==> src/rtl/binary_multiplier.sv <==
// binary_multiplier: sequential radix-2 shift-and-add unsigned multiplier, one multiplier bit per clock.
module binary_multiplier #(
   parameter int WIDTH = 4
) (
   input  logic               clk,
   input  logic               rst,
   input  logic               start,
   input  logic [WIDTH-1:0]   operand_a,
   input  logic [WIDTH-1:0]   operand_b,
   output logic [2*WIDTH-1:0] result,
   output logic               busy,
   output logic               done
);
   localparam int CW = $clog2(WIDTH + 1);
   typedef enum logic {IDLE, RUN} state_t;
   state_t state, state_nxt;
   logic [2*WIDTH-1:0] mcand, acc, sum;
   logic [WIDTH-1:0]   mplier;
   logic [CW-1:0]      cnt;
   logic               last;
   // sum includes the current iteration's add so the final result needs no extra cycle
   assign sum  = acc + (mplier[0] ? mcand : '0);
   assign last = cnt == CW'(WIDTH - 1);
   assign busy = state == RUN;
   always_ff @(posedge clk or negedge rst)
      if (!rst) state <= IDLE;
      else      state <= state_nxt;
   always_comb begin
      state_nxt = state;
      state_nxt = (state == IDLE) ? (start ? RUN : IDLE) : (last ? IDLE : RUN);
   end
   always_ff @(posedge clk or negedge rst)
      if (!rst) begin
         mcand  <= '0;
         mplier <= '0;
         acc    <= '0;
         cnt    <= '0;
         result <= '0;
         done   <= 1'b0;
      end else begin
         done <= (state == RUN) && last;
         if (state == IDLE && start) begin
            mcand  <= {{WIDTH{1'b0}}, operand_a};
            mplier <= operand_b;
            acc    <= '0;
            cnt    <= '0;
         end else if (state == RUN) begin
            acc    <= sum;
            mcand  <= mcand << 1;
            mplier <= mplier >> 1;
            cnt    <= cnt + CW'(1);
            if (last) result <= sum;
         end
      end
endmodule

==> config.mk <==
export PLATFORM = sky130hd
export DESIGN_NAME = binary_multiplier
export DESIGN_NICKNAME = d
export VERILOG_FILES = /design/src/rtl/binary_multiplier.sv
export SDC_FILE = /design/constraint.sdc
export NUM_CORES = 1
export LEC_CHECK = 0
export CORE_MARGIN = 2
export CORE_UTILIZATION = 44
export DETAILED_ROUTE_END_ITERATION = 6
export PLACE_DENSITY = 0.65
export REMOVE_ABC_BUFFERS = 1
export SKIP_LAST_GASP = 1
export SLEW_MARGIN = 20
export SYNTH_ARGS = -nofsm -noshare
export SYNTH_HDL_FRONTEND = slang
export SYNTH_SLANG_ARGS = --single-unit
==> constraint.sdc <==
create_clock -name clk -period 4.4 [get_ports clk]
set_input_delay 0.44 -clock clk [delete_from_list [all_inputs] [get_ports clk]]
set_output_delay 0.44 -clock clk [all_outputs]
set_load 0.005 [all_outputs]
==> summary.md <==
The run finished with clean final reports. The die width is 66.9 µm. After synthesis the netlist holds a flip-flop and latch count of 33. Setup violations remaining at the end of the flow were counted as 0. The routed layout has 1245 vias. The maximum root-to-sink buffer count was 2. The tools report the number of DRC violations after detailed-routing iteration 0 as 41. The global-route usage over all layers was 0.174; the sequential element share of the synthesized area was 0.474. STA puts the critical path data required time at 4.57 ns.

After detailed routing, the average wire length per cell comes to 14.1 µm. Pin placement for this block handled 21 I/O pins. Before antenna repair, the detailed router went through 4 iterations. Count of inserted antenna diode cells: 0. The TritonCTS sink count is 33.

The most common cell after layout, fill and taps aside is sky130_fd_sc_hd__dfrtp_1. The run gives 22 as the number of cell rows. Adding up every negative setup slack in the final design gives 0 ns. The area inside the core boundary is 3740 µm², and the global-route wire length before repair is 5.69 mm.

After legalization and detailed placement, the total HPWL measured 2.34 mm. The maximum number of pins on one net before global-route repair is 39. The critical path's slowest cell was sky130_fd_sc_hd__dfrtp_1. Summed over all layers, the global routing overflow is 0. For the count of final max-slew check failures, the log shows 0. The buffer and inverter count on the worst path was 1. The arithmetic-cell share of the synthesized area counting full adders, half adders and majority gates came out at 0.0761. The post-synthesis cell area is 1740 µm², and the post-CTS setup buffer count is 0. Classification of the worst-slack hold path: reg -> reg. For this block, the routed nets add up to 3.32 mm of wire. The clock latency on the worst-skew pair is 0.28 ns, and the portion of netlist area occupied by mux cells is 0.0941. The detail route stage leaves a number of antenna-violating nets equal to 0. Area enclosed by the die boundary: 4480 µm². In this run the static leakage power is 0.962 nW. The fraction of the cycle the final worst path needs is 0.519. At the end of routability-driven placement, the weighted congestion stood at 0.801.

The logs give 0.00321 ns for the worst clock skew on the final layout and 0 for the number of gates resized after CTS. The clock-pin slew of the registers on the worst-case setup and hold paths is 0.07 ns, and the fill cell total of the finished layout is 348. Walking the worst path, the cells encountered are and2_1 > ha_1 > inv_1 > fa_1 > nor2b_1 > o21ai_2 > a21boi_2 > nor2_1 > mux2_2. Setup repair after global routing left no endpoint under its margin. The tools report the critical path endpoint category as a register.

The initial antenna violation count was 0; the number of port buffers was 20. In this run the worst path has a maximum fanout of 9. The sequential standard cell area came out at 827 µm². The transition time of the tightest slew-check pin came out at 0.709 ns. By startpoint and endpoint, the worst setup path is classified as reg -> reg. The largest family of logic cells by synthesized area was simple AND/OR/NAND/NOR gates. The H-tree was split into 2 levels. Overall die height: 66.9 µm. The tools report the root buffer cell as sky130_fd_sc_hd__clkbuf_8. The fraction of registers with async set/reset works out to 1.00. The proportion of layout cells with a drive suffix above 1 works out to 0.112. The simple-gate portion of the synthesized area works out to 0.147. Most common flop cell mapped by yosys: sky130_fd_sc_hd__dfrtp_1.

For the endpoint arrival time on the critical path, the log shows 2.45 ns. The CTS buffer count was 5. The number of different library cells used by synthesis comes to 39.

The initial core utilization came out at 0.465. The post-synthesis compound-gate area fraction is 0.144. Post-synthesis to final-layout area growth: 19.8%. On the worst path, the slowest cell contributes a delay of 0.47 ns.

The logs give 0 for the final-report hold violation count and 0 for the total number of yosys warnings. The multi-input combinational cells in the finished layout cover a total of 860 µm². The overall power came out at 1.22 mW. The xor/xnor cell area share of the yosys netlist is 0.0330.

The worst-case vdd ir drop is 0.229 mV, and the shortest clock period the worst path allows after layout is 2.28 ns. For this design, the CTS-stage hold fixing added 0 buffers. After synthesis, the mean cell area works out to 10.6 µm². Number of enable-type register cells in the synthesized netlist: 0. The library cells used most frequently in the layout, excluding fill and tap cells, are sky130_fd_sc_hd__dfrtp_1 (32), sky130_fd_sc_hd__clkdlybuf4s50_1 (20), sky130_fd_sc_hd__nand2_1 (17), sky130_fd_sc_hd__o21ai_0 (17). Static timing analysis puts the maximum clock frequency at 438 MHz. The run gives 165 as the count of mapped cells out of synthesis.

STA classifies the critical path startpoint as a register. The tools report the max-slew headroom at the worst pin as 0.525. Power spread over the standard cell area amounts to 587 nW/µm². For this run, the post-layout net count is 208. TritonCTS built the clock tree. The number of global-route vias before repair was 1240; the via-per-instance ratio was 5.28. The logs give 0 for the number of remaining DRC errors and 0 for the max-capacitance violation count. Grouping stages by cell kind, the critical path spends the most delay in adder cells.
[worst reg2reg max path, cell delays in order, from the launching register on]
cell and delay, ns:
sky130_fd_sc_hd__dfrtp_1 0.47, sky130_fd_sc_hd__and2_1 0.18, sky130_fd_sc_hd__ha_1 0.20, sky130_fd_sc_hd__inv_1 0.07, sky130_fd_sc_hd__fa_1 0.41, sky130_fd_sc_hd__nor2b_1 0.17
sky130_fd_sc_hd__o21ai_2 0.08, sky130_fd_sc_hd__a21boi_2 0.23, sky130_fd_sc_hd__nor2_1 0.10, sky130_fd_sc_hd__mux2_2 0.27
[per-layer routing]
layer / global-route usage / wire length, µm / part of all wire
met1: 0.232 / 1630 / 0.49
met3: 0.0507 / 127 / 0.038
met2: 0.275 / 1530 / 0.46
met4: 0.0459 / 29 / 0.0087
met5: 0 / 0 / 0
[state kept, by name, indices dropped and copies added, names as in the netlist]
register  flops
result        8
acc           8
mcand         8
busy          1
done          1
mplier        4
cnt           3
[power breakdown]
part / internal (mW) / switching (mW)
Sequential: 0.418 / 0.112
Combinational: 0.244 / 0.199
Clock: 0.141 / 0.108
Total: 0.804 / 0.420
[per-stage QoR]
step	instances	setup slack (ns)	hold WS, ns	utilization	instance area (µm²)
6_report	236	2.12	0.486	0.557	2090
5_1_grt	236	1.93	0.526	0.557	2090
4_1_cts	236	1.93	0.489	0.557	2080
3_5_place_dp	228	2.04	0.473	0.530	1980
3_3_place_gp	228	2.04	0.461	0.530	1980
2_1_floorplan	159	2.41	0.144	-	1720
[final cells by class]
class / count / area share
clock inverter: 1 / 0.00240
timing repair buffer: 21 / 0.0996
sequential: 33 / 0.397
inverter: 8 / 0.0144
tap: 48 / 0.0288
multi-input combinational: 118 / 0.412
clock buffer: 7 / 0.0462
[kinds of logic after synthesis]
| logic type | Yosys count |
|---|---|
| multiplexers | 15 |
| AND/OR/NAND/NOR | 51 |
| buffers and inverters | 14 |
| AO/OA/AOI/OAI | 37 |
| XOR/XNOR | 5 |
| flip-flops | 33 |
| adder cells (fa/ha/maj) | 10 |
[final timing paths]
check	start	endpoint	slack (ns)	cells past startpoint
worst max-delay path	mplier[0]	result[4]	2.12	9
worst min-delay path	result[2]	result[2]	0.49	2
worst max register to register	mplier[0]	result[4]	2.12	9
worst min register to register	result[2]	result[2]	0.49	2
max in group asynchronous	rst	busy	3.52	2
min in group asynchronous	rst	acc[2]	0.55	2
[cell usage after synthesis (all sizes together), types with 2 or more instances]
master | number | area [µm²]
nand2b | 4 | 25.0
nand3 | 3 | 15.0
mux2i | 10 | 100
nor2b | 2 | 12.5
ha | 9 | 113
nor2 | 10 | 37.5
or3 | 3 | 18.8
a22o | 5 | 43.8
nand2 | 19 | 76.3
mux2 | 5 | 63.8
a21oi | 3 | 15.0
dfrtp | 33 | 826
o21ai | 20 | 104
clkbuf | 2 | 7.51
xnor2 | 3 | 26.3
and2 | 7 | 45.1
inv | 7 | 26.3
buf | 4 | 18.8
o2111ai | 2 | 17.5
No activity file was read; power rests on OpenSTA's default activity.
